[src/rtl/sd_sector_arbiter.sv]
// sd_sector_arbiter: shares one host sector channel (lba, rd/wr, ack, buffer
// bus) between NUM_REQ image requesters with round-robin grants.
//
// Handshake summary: a requester raises req_rd/req_wr (level) and holds it
// until its one-cycle req_done pulse; the arbiter raises sd_rd/sd_wr and holds
// it until sd_ack is sampled high, then waits for sd_ack to fall, which ends
// the transfer.
//
// Optional feature, macro SD_ARB_TIMEOUT_EN: abort an ISSUE that waits TIMEOUT
// cycles without ack, pulsing req_err and req_done together. Without the
// macro, ISSUE waits forever and req_err is tied low.
//
// dbg_state exposes the FSM state (0=IDLE, 1=ISSUE, 2=XFER).
module sd_sector_arbiter #(
  parameter int          NUM_REQ = 2,
  parameter logic [23:0] TIMEOUT = 24'd10000000
) (
  input  logic                    clk,
  input  logic                    reset,
  input  logic [NUM_REQ-1:0]      req_rd,
  input  logic [NUM_REQ-1:0]      req_wr,
  input  logic [NUM_REQ*32-1:0]   req_lba,
  input  logic [NUM_REQ*8-1:0]    req_buff_din,
  output logic [NUM_REQ-1:0]      req_done,
  output logic [NUM_REQ-1:0]      req_err,
  output logic [NUM_REQ-1:0]      req_buff_wr,
  output logic [13:0]             buff_addr,
  output logic [7:0]              buff_dout,
  output logic                    sd_rd,
  output logic                    sd_wr,
  output logic [31:0]             sd_lba,
  input  logic                    sd_ack,
  input  logic [13:0]             sd_buff_addr,
  input  logic [7:0]              sd_buff_dout,
  input  logic                    sd_buff_wr,
  output logic [7:0]              sd_buff_din,
  output logic [1:0]              dbg_state
);

  localparam int GW = (NUM_REQ > 1) ? $clog2(NUM_REQ) : 1;

  if (NUM_REQ < 1 || NUM_REQ > 4 || TIMEOUT == 24'd0) begin : g_param_check
    $error("sd_sector_arbiter: NUM_REQ must be 1..4 and TIMEOUT nonzero");
  end

  typedef enum logic [1:0] {
    S_IDLE  = 2'd0,
    S_ISSUE = 2'd1,
    S_XFER  = 2'd2
  } state_t;

  state_t          state;
  logic [GW-1:0]   grant;
  logic [GW-1:0]   last;
  logic [NUM_REQ-1:0] pending;
  logic            pick_valid;
  logic [GW-1:0]   pick_idx;
  logic [31:0]     lba_arr [NUM_REQ];
  logic [7:0]      din_arr [NUM_REQ];

  // Index of the requester k places after base, wrapping at NUM_REQ.
  function automatic logic [GW-1:0] rr_idx(input logic [GW-1:0] base, input int k);
    return GW'((int'(base) + k) % NUM_REQ);
  endfunction

  assign pending   = req_rd | req_wr;
  assign buff_addr = sd_buff_addr;
  assign buff_dout = sd_buff_dout;
  assign dbg_state = state;

  // Unpack the flat per-requester LBA and write-data buses.
  always_comb begin
    for (int i = 0; i < NUM_REQ; i++) begin
      lba_arr[i] = req_lba[32*i +: 32];
      din_arr[i] = req_buff_din[8*i +: 8];
    end
  end

  // Round-robin pick: first pending requester after last; last itself is
  // checked at lowest priority so it is re-granted only when alone.
  always_comb begin
    pick_valid = 1'b0;
    pick_idx   = '0;
    for (int k = NUM_REQ; k >= 1; k--) begin
      if (pending[rr_idx(last, k)]) begin
        pick_valid = 1'b1;
        pick_idx   = rr_idx(last, k);
      end
    end
  end

  // Host write data always comes from the granted requester.
  assign sd_buff_din = din_arr[grant];

  // Buffer write strobes reach only the granted requester, and only in XFER.
  always_comb begin
    req_buff_wr = '0;
    if (state == S_XFER) req_buff_wr[grant] = sd_buff_wr;
  end

`ifdef SD_ARB_TIMEOUT_EN
  logic [23:0] to_cnt;

  // Arbitration and host handshake FSM, with ISSUE timeout.
  always_ff @(posedge clk or posedge reset) begin
    if (reset) begin
      state    <= S_IDLE;
      grant    <= '0;
      last     <= GW'(NUM_REQ - 1);
      sd_rd    <= 1'b0;
      sd_wr    <= 1'b0;
      sd_lba   <= '0;
      req_done <= '0;
      req_err  <= '0;
      to_cnt   <= '0;
    end else begin
      req_done <= '0;
      req_err  <= '0;
      unique case (state)
        S_IDLE: begin
          // While a done pulse is showing, the finished requester has not yet
          // had a cycle to drop its level request, so skip arbitration once.
          if (pick_valid && (req_done == '0)) begin
            grant  <= pick_idx;
            sd_lba <= lba_arr[pick_idx];
            sd_rd  <= req_rd[pick_idx];
            sd_wr  <= ~req_rd[pick_idx];
            to_cnt <= '0;
            state  <= S_ISSUE;
          end
        end
        S_ISSUE: begin
          if (sd_ack) begin
            sd_rd <= 1'b0;
            sd_wr <= 1'b0;
            state <= S_XFER;
          end else if (to_cnt == TIMEOUT - 24'd1) begin
            sd_rd           <= 1'b0;
            sd_wr           <= 1'b0;
            req_err[grant]  <= 1'b1;
            req_done[grant] <= 1'b1;
            last            <= grant;
            state           <= S_IDLE;
          end else begin
            to_cnt <= to_cnt + 24'd1;
          end
        end
        S_XFER: begin
          if (!sd_ack) begin
            req_done[grant] <= 1'b1;
            last            <= grant;
            state           <= S_IDLE;
          end
        end
        default: state <= S_IDLE;
      endcase
    end
  end
`else
  assign req_err = '0;

  // Arbitration and host handshake FSM; ISSUE waits for ack indefinitely.
  always_ff @(posedge clk or posedge reset) begin
    if (reset) begin
      state    <= S_IDLE;
      grant    <= '0;
      last     <= GW'(NUM_REQ - 1);
      sd_rd    <= 1'b0;
      sd_wr    <= 1'b0;
      sd_lba   <= '0;
      req_done <= '0;
    end else begin
      req_done <= '0;
      unique case (state)
        S_IDLE: begin
          // While a done pulse is showing, the finished requester has not yet
          // had a cycle to drop its level request, so skip arbitration once.
          if (pick_valid && (req_done == '0)) begin
            grant  <= pick_idx;
            sd_lba <= lba_arr[pick_idx];
            sd_rd  <= req_rd[pick_idx];
            sd_wr  <= ~req_rd[pick_idx];
            state  <= S_ISSUE;
          end
        end
        S_ISSUE: begin
          if (sd_ack) begin
            sd_rd <= 1'b0;
            sd_wr <= 1'b0;
            state <= S_XFER;
          end
        end
        S_XFER: begin
          if (!sd_ack) begin
            req_done[grant] <= 1'b1;
            last            <= grant;
            state           <= S_IDLE;
          end
        end
        default: state <= S_IDLE;
      endcase
    end
  end
`endif

endmodule

[config.mk]
export PLATFORM = sky130hd
export DESIGN_NAME = sd_sector_arbiter
export DESIGN_NICKNAME = d
export VERILOG_FILES = /design/src/rtl/sd_sector_arbiter.sv
export SDC_FILE = /design/constraint.sdc
export NUM_CORES = 1
export LEC_CHECK = 0
export BUFFER_PORTS_ARGS = -buffer_cell sky130_fd_sc_hd__buf_2
export CAP_MARGIN = 20
export CORE_MARGIN = 3
export CORE_UTILIZATION = 35
export CTS_CLUSTER_DIAMETER = 200
export CTS_CLUSTER_SIZE = 25
export DETAILED_ROUTE_END_ITERATION = 7
export PLACE_DENSITY = 0.8
export SLEW_MARGIN = 20
export SYNTH_ARGS = -nofsm -noshare
export SYNTH_HDL_FRONTEND = slang
export SYNTH_SLANG_ARGS = --single-unit
[constraint.sdc]
create_clock -name clk -period 1.75 [get_ports clk]
set_clock_uncertainty 0.15 [all_clocks]
set_input_delay 0.0875 -clock clk [delete_from_list [all_inputs] [get_ports clk]]
set_output_delay 0.0875 -clock clk [all_outputs]
set_load 0.05 [all_outputs]
======== Yosys cells after proc, flatten, opt, wreduce, memory -nomap -nowiden ========
Cells that the tools add are included.
storage, ports and cells
  word-level logic and storage cells ...... 66
  input bits .............................. 110
  register bits ........................... 40
  output and inout port bits .............. 72
operators by class
  eq/ne operators ......................... 5
  muxes and demuxes ....................... 30
  reduce and logical (&&, ||, !) cells .... 9
  bitwise logic cells ..................... 6
  order comparisons ....................... 7
  $add $sub $neg .......................... 2
operators with widths
  kind                 count
  $mux 32              3
  $mux 8               3
  $mux 1               14
  $mux 2               6
  $lt 1x2->1 const B   4
  $ne 2x2->1 const B   3
  $pmux 2 s3           1
  $reduce_and 3->1     2
  $ge 2x2->1 const B   2
  $logic_not 2->1      2
  $not 1->2            2
  $pmux 1 s2           2
  $reduce_and 2->1     2
  $add 1x1->1 const B  2
  $and 2x2->2          1
  $eq 2x1->1 const B   1
  $eq 2x2->1 const B   1
  $logic_and 1x1->1    2
  $not 1->1            2
  $or 2x2->2           1
  $reduce_bool 2->1    1
  $demux 1 s1          1
  $ge 1x1->1 const B   1

======== Depth between registers and ports, before layout ========
Gate-level depths: netlist of the first run.
  word-level depth ........................ 10
  gate-level depth with buffers ........... 6

======== Worst setup path after synthesis of the first run ========
No wires, ideal clock.
  path type ............................... register -> output
  from .................................... register state[1] (netlist: dbg_state[1])
  to ...................................... output req_buff_wr[0]
  data arrival time ....................... 1.651 ns
  stages on the path, launching flop included .. 4
  path slack .............................. -0.139 ns
  data required time ...................... 1.512 ns
  path buffers ............................ 0
  cell sequence ........................... dfrtp_1 nor2b_1 nand2_1 nor2_1
between the ends
  word-level cells in the longest chain between the ends .. 2
RTL lines
  element                   RTL line  RTL
  start: declaration        52        state_t state;
  start signal: assignment  165       state <= S_IDLE;
  start signal: assignment  183       state <= S_ISSUE;
  start signal: assignment  190       state <= S_XFER;
  $eq 2x2->1                98        if (state == S_XFER) req_buff_wr[grant] = sd_buff_wr;
  $mux 2                    98
  end: declaration          26        output logic [NUM_REQ-1:0] req_buff_wr,
No other way between the ends.

======== Worst setup path after layout of the first run ========
  from .................................... register state[0] (netlist: dbg_state[0])
  to ...................................... register sd_lba[24]
between the ends
  word-level cells in the longest chain between the ends .. 2
RTL lines
  element                            RTL line  RTL
  $logic_not 2->1                    174       unique case (state)
  $reduce_and 2->1 (no source line)  n/a
  end signal: assignment             180       sd_lba <= lba_arr[pick_idx];
  end: declaration                   31        output logic [31:0] sd_lba,
No other way between the ends.
A chain may end at the register's enable or synchronous reset.

==> results of run 1 <==
-- metal layers --
| layer | vias up | track usage | share of wire |
|---|---|---|---|
| li1 | 1051 | - | - |
| met1 | 973 | 0.189 | 0.35 |
| met2 | 113 | 0.359 | 0.54 |
| met3 | 22 | 0.0608 | 0.077 |
| met4 | 0 | 0.0748 | 0.031 |
| met5 | - | 0 | 0 |
-- worst min-delay path, stage by stage --
cell and delay, ns:
sky130_fd_sc_hd__dlygate4sd3_1 0.52, sky130_fd_sc_hd__buf_2 0.12, sky130_fd_sc_hd__clkinv_1 0.08
-- logic make-up after synthesis --
logic type | after synthesis
other | 1
AOI/OAI and AO/OA | 43
muxes | 40
DFF | 40
buffers and inverters | 37
and+or+nand+nor | 48
-- registers in the layout, summed over array words and instances (netlist names) --
name,flops
dbg_state,2
grant,1
last,1
req_done,2
sd_lba,32
sd_rd,1
sd_wr,1
-- area by class of cell --
cell class                 count  area (sq um)  area share
inverter                       2          7.51     0.00212
sequential                    40          1010       0.284
clock buffer                   8          90.1      0.0254
timing repair buffer         209          1450       0.408
tap                           75          93.8      0.0265
multi-input combinational    133           901       0.254
-- cells in the final DEF, fill, tap and decap left out, drive strengths merged --
| master | count |
|---|---|
| nor4 | 1 |
| conb | 2 |
| and3 | 1 |
| mux2i | 32 |
| mux2 | 8 |
| o21ai | 36 |
| nand2b | 4 |
| dfrtp | 39 |
| nor2b | 2 |
| clkinv | 1 |
| o31a | 1 |
| inv | 1 |
| dfstp | 1 |
| a22o | 1 |
| o31ai | 1 |
| nor2 | 1 |
| o21a | 1 |
| a31oi | 1 |
| or2 | 1 |
| a21oi | 1 |
| dlygate4sd3 | 66 |
| nand2 | 36 |
| o2bb2ai | 1 |
| nor3b | 1 |
| nor3 | 1 |
| buf | 143 |
| clkbuf | 8 |
-- stage by stage --
step	hold slack [ns]	utilization
2_1_floorplan	0.00828	-
3_3_place_gp	-0.201	0.466
3_5_place_dp	-0.200	0.466
4_1_cts	0.0253	0.593
5_1_grt	0.0235	0.595
6_report	0.0250	0.595
-- worst min-delay path by stage --
stage / cells after the start / slack [ns] / start / to
6_report: 3 / 0.03 / reset / sd_lba[28]
2_1_floorplan: 1 / 0.008 / sd_ack / req_done[0]
4_1_cts: 3 / 0.03 / reset / sd_lba[28]
3_5_place_dp: 2 / -0.20 / reset / sd_lba[28]
3_3_place_gp: 2 / -0.20 / reset / sd_lba[28]
5_1_grt: 3 / 0.02 / reset / sd_lba[28]
-- timing repair --
action,CTS,global route
gates resized for setup,1,0
hold buffers,66,0
hold endpoints to repair,77,0
endpoints found under the setup margin,8,1
setup buffers,0,2
-- power by group --
part | switching, W | leakage, nW | internal (W) | total [W]
Sequential | 0.000302 | 0.489 | 0.00138 | 0.00169
Clock | 0.000302 | 0.0455 | 0.000322 | 0.000624
Combinational | 0.00272 | 1.28 | 0.00121 | 0.00393
Total | 0.00332 | 1.81 | 0.00292 | 0.00624
==> results.txt, run 1 <==
- The run finished with clean final reports.
* Number of global-route vias before repair: 2318
- Antenna cells: 0
* Post-synthesis cell area: 2170 sq um
* Critical Path Sink Type: flip-flop
* Count of pins over their slew limit: 0
* Insertion delay of the later-clocked pin in the worst-skew pair: 0.28 ns
* Sequential fraction of the synthesis area: 0.462
- In the final design database the tool counted 501 nets.
- RSZ-0062 raised after global routing: no
- Antenna violations before repair: 0
- Worst hold path class: input port to async pin
- In this run, placement finished with an instance count of 391.
- Ports placed on the boundary: 182
- TritonCTS built the clock tree.
- During placement, the flow inserted port buffers numbering 135.
* Cell accounting for the most synthesized area: sky130_fd_sc_hd__dfrtp_1
- Minimum setup slack among reg-to-reg paths: 0.08 ns
- In this run, distinct cell masters in the synthesized netlist total 30.
* Maximum vdd drop: 1.11 mV
- Routed wire length per instance: 14.6 um
- Clock Sink Count: 40
- Synthesis inferred 40 register bits.
- After floorplanning, the core was divided into 28 placement rows.
- Vias: 2159
- Filler instances: 505
* DP HPWL: 4100 um
- The placed instances occupy a cell area of 2780 sq um.
* Cell area after layout: 3540 sq um
* Post-synthesis area per instance: 10.4 sq um
- Total number of yosys warnings: 0
- Number of enable-type register cells in the synthesized netlist: 0
- Share of synthesized flip-flops with an asynchronous set or reset: 1.00
- The floorplan step defined a die boundary enclosing 7180 sq um.
- Synth top cells by count: sky130_fd_sc_hd__dfrtp_1 (39), sky130_fd_sc_hd__nand2_1 (35), sky130_fd_sc_hd__mux2i_1 (32)
- The pre-antenna-repair detailed-routing pass consisted of 4 iterations.
- From synthesis to final layout, the design area changed by 63.3%.
* FF-to-FF path depth: 4
* Worst setup SP type: flip-flop
- Clock transition at the registers of the reported paths: 0.08 ns
- Sum of negative setup slack: 0 ns
- Critical path destination: sd_lba[24]
- Top cells by area, synth: sky130_fd_sc_hd__dfrtp_1 (45%), sky130_fd_sc_hd__mux2i_1 (15%), sky130_fd_sc_hd__buf_4 (8.6%)
- In this run the clock root is driven by a sky130_fd_sc_hd__clkbuf_8.
* Final Total Pwr: 0.00624 W
- Achievable Freq: 600 MHz
* Destination of the worst register-to-register timing path: sd_lba[24]
- The portion of synthesized area spent on multiplexers is 0.189.
- Prior to clock tree synthesis, the placed netlist has a worst setup slack of 0.0911 ns.
- For the worst setup path, the data required time is 1.79 ns.
- For this configuration, the core starts out at a cell density of 0.364.
- Launching element of the worst setup path: dbg_state[0]
- Pin count of the biggest net entering global routing: 33
* Buffer and inverter count on the worst path: 1
- In this run the worst path has a maximum fanout of 29.
* Area of the core: 5960 sq um
- Family of cells with the greatest summed delay on the critical path: flip-flops
* Die width: 84.8 um
- Most used flip-flop cell after synthesis: sky130_fd_sc_hd__dfrtp_1
- In the post-synthesis netlist, the cell with the most instances is sky130_fd_sc_hd__dfrtp_1.
- After synthesis, the largest family of logic cells by area is multiplexers.
* Fraction of the mapped netlist area in simple logic gates: 0.105
- Of the total synthesized cell area, the portion taken by full adders, half adders and majority gates is 0.
- For this design the static power due to leakage is 1.81 nW.
* CP max stage delay: 0.44 ns
- Post-synthesis compound-gate area fraction: 0.116
- Min Clock Period, post-route: 1.67 ns
* CTS Buf Count: 5
* Xor and xnor area share after synthesis: 0
* Antenna Violating Nets Remaining: 0
- Fraction of final layout cells sized beyond drive strength 1: 0.426
* Worst endpoint data arrival time: 1.71 ns
- Type of the worst setup path: flip-flop to flip-flop
- Clk buf depth: 2
- Depth of the critical timing path with buffers and inverters included: 4
- Across the run, the number of max-cap violations was 0.
* Top-area cell type share of the netlist area: 0.450
- Grt ovf: 0
- Total Routing Usage GR: 0.189
- Source of the worst register-to-register timing path: dbg_state[0]
* Fin crit share: 0.953
- The cell count after synthesis came out at 209.
- Walking the worst path, the cells encountered are nor4_4 > o31ai_4 > buf_12 > o21ai_0.
- Placer congestion estimate: 0.704
- Post-route non-filler standard cell count: 467
- Count of final setup violators: 0
* Wire length of the first global-routing pass: 10800 um
* Cell area power density: 1760 nW/um^2
* Detailed-route vias per instance: 4.62
* Number of H-tree levels: 2
- Wires add up to 6840 um.
- Post-route DRC violation count: 0
* Chip Height: 84.8 um
- Final setup margin: 0.0826 ns
* Slowest cell on the critical path: sky130_fd_sc_hd__dfrtp_2
* Final hold viol count: 0
* Number of DRC markers in iteration 0: 60
Power figures use the tool's default switching activity.
==> inputs of run 2 (changes only) <==
- CTS_BUF_LIST: not set -> sky130_fd_sc_hd__clkbuf_8
==> results.txt, run 2 (same netlist as run 1, synthesis figures left out) <==
- Cell area power density: 1760 nW/um^2 (-0.16%)
* Vias: 2158 (-0.046%)
- The final critical delay including setup and external delays was 1.67 ns (unchanged).
- FF-to-FF path depth: 4 (unchanged)
- Detailed-route vias per instance: 4.62 (about the same)
- Fin crit share: 0.953 (unchanged)
* I/O Buffers: 135 (unchanged)
- Layout overhead on the synthesized area: 63.3% (unchanged)
* Antenna cells: 0 (unchanged)
* TritonCTS clock tree: done
* Minimum setup slack among reg-to-reg paths: 0.08 ns (about the same)
- The number of buffers created by CTS was 5 (unchanged).
- The number of clock sinks was 40 (unchanged).
* DP HPWL: 4100 um (unchanged)
- The post-detailed-route count of antenna-violating nets was 0 (unchanged).
- The data required time at the worst endpoint is 1.79 ns (about the same).
* FP Rows: 28 (unchanged)
* Post-route non-filler standard cell count: 467 (unchanged)
* Maximum fanout encountered on the critical timing path: 29 (unchanged)
* Clk buf depth: 2 (unchanged)
- Post-route DRC violation count: 0 (unchanged)
- The setup-violating endpoint count in the final report came to 0 (unchanged).
- The initial antenna violation count came to 0 (unchanged).
* Area of the core: 5960 sq um (unchanged)
* Chip Height: 84.8 um (unchanged)
* Number of iterations in the first detailed-routing pass: 4 (unchanged)
* Placed cell count: 391 (unchanged)
- Insertion delay of the later-clocked pin in the worst-skew pair: 0.28 ns (about the same)
- Count of pins over their slew limit: 0 (unchanged)
- The flip-flop count of the largest register, all copies and words added came to 32 (unchanged).
- Switching power total: 0.00333 W (about the same)
- RSZ-0062 raised after global routing: no
- The most critical setup path has its startpoint at dbg_state[0].
* Static Leakage: 1.82 nW (+0.46%)
- The number of endpoints with negative hold slack in the final report is 0 (unchanged).
- The top cell types in the final layout, fill and taps aside, are sky130_fd_sc_hd__buf_2 (135), sky130_fd_sc_hd__dlygate4sd3_1 (66), sky130_fd_sc_hd__dfrtp_1 (36).
- The number of top-level pins is 182 (unchanged).
* Sequential group share of total power: 0.270 (about the same)
* Pin count of the biggest net entering global routing: 33 (unchanged)
- The global-route wire length before repair was 10800 um (unchanged).
* Grt ovf: 0 (unchanged)
* Die footprint: 7180 sq um (unchanged)
* Fraction of final layout cells sized beyond drive strength 1: 0.426 (unchanged)
- The post-detailed-routing wire length is 6840 um (unchanged).
- The die width was 84.8 um (unchanged).
- The arrival time at the worst endpoint was 1.71 ns (about the same).
- Number of DRC markers in iteration 0: 59 (-1.7%)
- Routed wire length per instance: 14.6 um (unchanged)
- Sum of negative setup slack: 0 ns (unchanged)
* Register ranked first by flip-flop count: sd_lba
* Type of the worst setup path: flip-flop to flip-flop
- STA classifies the critical path startpoint as a flip-flop.
- The clock-pin transition on the worst setup and hold timing paths is 0.08 ns (about the same).
- Placer congestion estimate: 0.704 (unchanged)
- The run finished with clean final reports.
* Maximum vdd drop: 1.11 mV (about the same)
- The worst setup path is captured at a flip-flop.
- Initial cell density of the core: 0.364 (unchanged)
- Worst hold path class: input port to async pin
* Total Routing Usage GR: 0.189 (unchanged)
- The final-stage net count is 501 (unchanged).
- The share of the core filled with cells is 0.595 (unchanged).
- Cell-internal power: 0.00290 W (-0.40%)
- The tree is rooted in a sky130_fd_sc_hd__clkbuf_8.
* Number of H-tree levels: 2 (unchanged)
- The achievable clock frequency is 600 MHz (unchanged).
- Number of global-route vias before repair: 2318 (unchanged)
- The power share of the combinational group is 0.631 (about the same).
- The worst register-to-register path ends at sd_lba[24].
- The switching fraction of total power came to 0.534 (+0.00111).
- The library cell used most frequently in the layout, excluding fill and tap cells, is sky130_fd_sc_hd__buf_2.
- In this run the critical register-to-register path is launched from dbg_state[0].
- The number of max-cap violations is 0 (unchanged).
- The clock share of power was 0.099 (about the same).
[run 2: cell types whose count changed in the layout (fill, tap and decap cells not counted)]
cell	before	now
sky130_fd_sc_hd__clkbuf_1	2	0
sky130_fd_sc_hd__inv_1	1	3
[run 2: worst max path at each step]
| stage | to | slack, ns |
|---|---|---|
| floorplan | sd_lba[13] | 0.04 |
| global placement | sd_lba[17] | 0.16 |
| detailed placement | sd_lba[16] | 0.09 |
| CTS | sd_lba[16] | 0.08 |
| global route | req_buff_wr[0] | 0.01 |
| finish | sd_lba[24] | 0.08 |
[run 2: power groups by stage]
stage | Sequential [W] | Clock, W | Combinational (W)
after detailed placement | 0.00170 | 0 | 0.00377
after global routing | 0.00174 | 0.000693 | 0.00419
after CTS | 0.00169 | 0.000642 | 0.00388
after global placement | 0.00168 | 0 | 0.00369
after floorplan | 0.00307 | 0 | 0.00165
final | 0.00169 | 0.000614 | 0.00393
[run 2: metal layers]
metal,wire [um],GRT usage
met5,0,0
met4,214,0.0748
met3,527,0.0608
met2,3690,0.359
met1,2410,0.189
[run 2: final cells by class]
| class | count | area (sq um) |
|---|---|---|
| Inverter | 2 | 7.51 |
| Fill cell | 505 | 2410 |
| Tap cell | 75 | 93.8 |
| Multi-Input combinational cell | 133 | 901 |
| Clock buffer | 6 | 82.6 |
| Clock inverter | 2 | 7.51 |
| Timing Repair Buffer | 209 | 1450 |
| Sequential cell | 40 | 1010 |
[run 2: what timing repair did]
item                                   in CTS  in global routing
endpoints found under the hold margin      77                  0
setup endpoints to repair                   8                  1
setup buffers                               0                  2
hold buffers                               66                  0
gates resized for setup                     1                  0
[run 2: worst max-delay path, stage by stage, from the launching register on]
cell and delay [ns]:
sky130_fd_sc_hd__dfrtp_2 0.44, sky130_fd_sc_hd__nor4_4 0.38, sky130_fd_sc_hd__o31ai_4 0.18, sky130_fd_sc_hd__buf_12 0.19, sky130_fd_sc_hd__o21ai_0 0.21
[run 2: through the flow]
step           power (W)  area (sq um)  hold WS [ns]  setup slack, ns
2_1_floorplan    0.00472          2180       0.00828           0.0379
3_3_place_gp     0.00537          2780        -0.201            0.164
3_5_place_dp     0.00547          2780        -0.200           0.0911
4_1_cts          0.00621          3530        0.0252           0.0781
5_1_grt          0.00662          3540        0.0232           0.0106
6_report         0.00623          3540        0.0250           0.0826
==> inputs of run 3 (changes only) <==
- PLACE_DENSITY: 0.8 -> 0.78
==> results.txt, run 3 (same netlist as run 1, synthesis figures left out) <==
* Minimum setup slack among reg-to-reg paths: 0.09 ns (about the same)
* Flip-flop count of the largest register after layout: 32 (unchanged)
- The post-detailed-routing wire length was 6710 um (-1.9%).
* Antenna cells: 0 (unchanged)
- More flip-flops sit in one register than any other, and that register is sd_lba.
- Root Driver: sky130_fd_sc_hd__clkbuf_8
- Clk buf depth: 2 (unchanged)
* Hold Path Depth: 0
* Min-Delay Endpoint: buff_addr[11]
- FP Rows: 28 (unchanged)
- Static Leakage: 1.81 nW (-0.75%)
- Number of H-tree levels: 2 (unchanged)
- Setup repair after global routing left no endpoint under its margin.
* Pin count of the biggest net entering global routing: 69 (+110%)
* Fraction of final layout cells sized beyond drive strength 1: 0.423 (-0.00334)
- Destination of the worst register-to-register timing path: sd_lba[23]
- The area growth from synthesis to layout is 62.7%.
- The worst setup path is of the flip-flop to flip-flop kind.
- The final HPWL from detailed placement came to 4050 um (-1.1%).
- The data required time at the worst endpoint is 1.76 ns (-0.03 ns).
* Insertion delay of the later-clocked pin in the worst-skew pair: 0.29 ns (about the same)
- Chip Height: 84.8 um (unchanged)
* Max-cap violation count: 0 (unchanged)
- The final worst hold slack came to 0.0250 ns (unchanged).
* Die width: 84.8 um (unchanged)
- Leaving out fill and tap cells, the most frequent cell in the layout is sky130_fd_sc_hd__buf_2.
* Final hold viol count: 0 (unchanged)
- The routed wirelength normalized by instance count is 14.5 um (-1.0%).
- The post-detailed-route count of antenna-violating nets is 0 (unchanged).
- The core outline area was 5960 sq um (unchanged).
* Worst Min Path Start: sd_buff_addr[11]
- The sum of internal, switching and leakage power was 0.00622 W (-0.16%).
* Antenna violations before repair: 0 (unchanged)
- The area of the die came to 7180 sq um (unchanged).
* Detailed-route vias per instance: 4.67 (+1.1%)
- The total power divided by cell area is 1760 nW/um^2 (+0.19%).
* Wire length of the first global-routing pass: 10900 um (+1.3%)
* Fin nets: 497 (-0.80%)
- Maximum fanout encountered on the critical timing path: 68 (+130%)
* Worst hold path class: input port to output port
- Vias: 2164 (+0.28%)
* Area after detailed placement: 2760 sq um (-0.54%)
* Count of final setup violators: 0 (unchanged)
* Source of the worst register-to-register timing path: dbg_state[0]
* Slew @ Worst Pin: 0.781 ns
- The number of buffers created by CTS is 5 (unchanged).
- Worst max-slew margin expressed relative to the limit: 0.476
- Commonest non-fill, non-tap cells in the layout: sky130_fd_sc_hd__buf_2 (135), sky130_fd_sc_hd__dlygate4sd3_1 (66), sky130_fd_sc_hd__dfrtp_1 (36)
- STA classifies the critical path endpoint as a flip-flop.
- The all-layer global routing usage was 0.192 (+0.00282).
* Min Clock Period, post-route: 1.66 ns (-0.0123 ns)
- The number of cells on the worst reg-to-reg path came to 5 (+1).
- Initial cell density of the core: 0.364 (unchanged)
- The final standard cell area without fillers came to 3530 sq um (-0.35%).
- Number of DRC markers in iteration 0: 45 (-24%)
- Placer congestion estimate: 0.695 (-1.3%)
* Grt ovf: 0 (unchanged)
- Achievable Freq: 604 MHz (+0.74%)
- The number of I/O port buffers is 135 (unchanged).
- The via count of the first global-routing pass came to 2346 (+1.2%).
- Count of pins over their slew limit: 0 (unchanged)
- The number of top-level pins is 182 (unchanged).
- The largest vdd supply drop was 0.934 mV (-16%).
- The iteration count of the initial detailed-routing pass came to 4 (unchanged).
- The number of clock sinks was 40 (unchanged).
- Worst setup SP type: flip-flop
- The count of unresolved DRC violations after routing was 0 (unchanged).
- The arrival time at the worst endpoint is 1.66 ns (-0.05 ns).
- The run finished with clean final reports.
- Sum of negative setup slack: 0 ns (unchanged)
- TritonCTS built the clock tree.
- Clock transition at the registers of the reported paths: 0.07 ns (about the same)
* Fin crit share: 0.946 (-0.00701)
run 3: cell types whose count changed in the layout (fill, tap and decap cells not counted), sizes merged:
| cell | previous run | this run |
|---|---|---|
| inv | 3 | 2 |
| clkbuf | 6 | 5 |
| clkinv | 1 | 2 |
| buf | 143 | 139 |
| bufinv | 0 | 1 |
run 3: layer usage:
| layer | vias up | track usage | share of wire |
|---|---|---|---|
| met1 | 977 | 0.194 | 0.35 |
| li1 | 1040 | - | - |
| met3 | 33 | 0.0550 | 0.080 |
| met4 | 0 | 0.0921 | 0.042 |
| met5 | - | 0 | 0 |
| met2 | 114 | 0.359 | 0.53 |
run 3: worst max path at each step:
stage | from | end | slack (ns)
2_1_floorplan | req_done[1] | sd_lba[13] | 0.04
3_3_place_gp | dbg_state[0] | sd_lba[16] | 0.17
3_5_place_dp | dbg_state[0] | sd_lba[28] | 0.14
4_1_cts | grant | sd_buff_din[3] | 0.10
5_1_grt | dbg_state[0] | sd_lba[29] | 0.008
6_report | dbg_state[0] | sd_lba[23] | 0.09
run 3: timing repair:
action | CTS | global route
hold buffers | 66 | 0
endpoints found under the hold margin | 56 | 0
setup buffers | 0 | 0
resized for setup | 1 | 0
endpoints found under the setup margin | 8 | 0
run 3: stage by stage:
step / utilization / setup slack [ns] / std cells
4_1_cts: 0.593 / 0.103 / 463
5_1_grt: 0.593 / 0.00810 / 463
2_1_floorplan: - / 0.0379 / 210
6_report: 0.593 / 0.0948 / 463
3_3_place_gp: 0.464 / 0.174 / 389
3_5_place_dp: 0.464 / 0.138 / 389
run 3: final cells by class:
| cell class | instances | area, sq um |
|---|---|---|
| timing repair buffer | 205 | 1420 |
| tap | 75 | 93.8 |
| clock inverter | 3 | 38.8 |
| sequential | 40 | 1010 |
| multi-input combinational | 133 | 901 |
| inverter | 2 | 7.51 |
| clock buffer | 5 | 68.8 |
| fill | 520 | 2420 |
run 3: where the power goes:
part	switching [W]	internal (W)	total [W]	leakage, nW
combinational	0.00269	0.00112	0.00382	1.26
clock	0.000322	0.000418	0.000739	0.0593
sequential	0.000281	0.00138	0.00166	0.489
total	0.00330	0.00292	0.00622	1.81
run 3: worst max-delay path: stages (launching register included):
cell,delay (ns)
sky130_fd_sc_hd__dfrtp_2,0.44
sky130_fd_sc_hd__nor4_4,0.36
sky130_fd_sc_hd__o31ai_4,0.13
sky130_fd_sc_hd__buf_12,0.20
sky130_fd_sc_hd__nand2_1,0.11
sky130_fd_sc_hd__o21ai_0,0.09
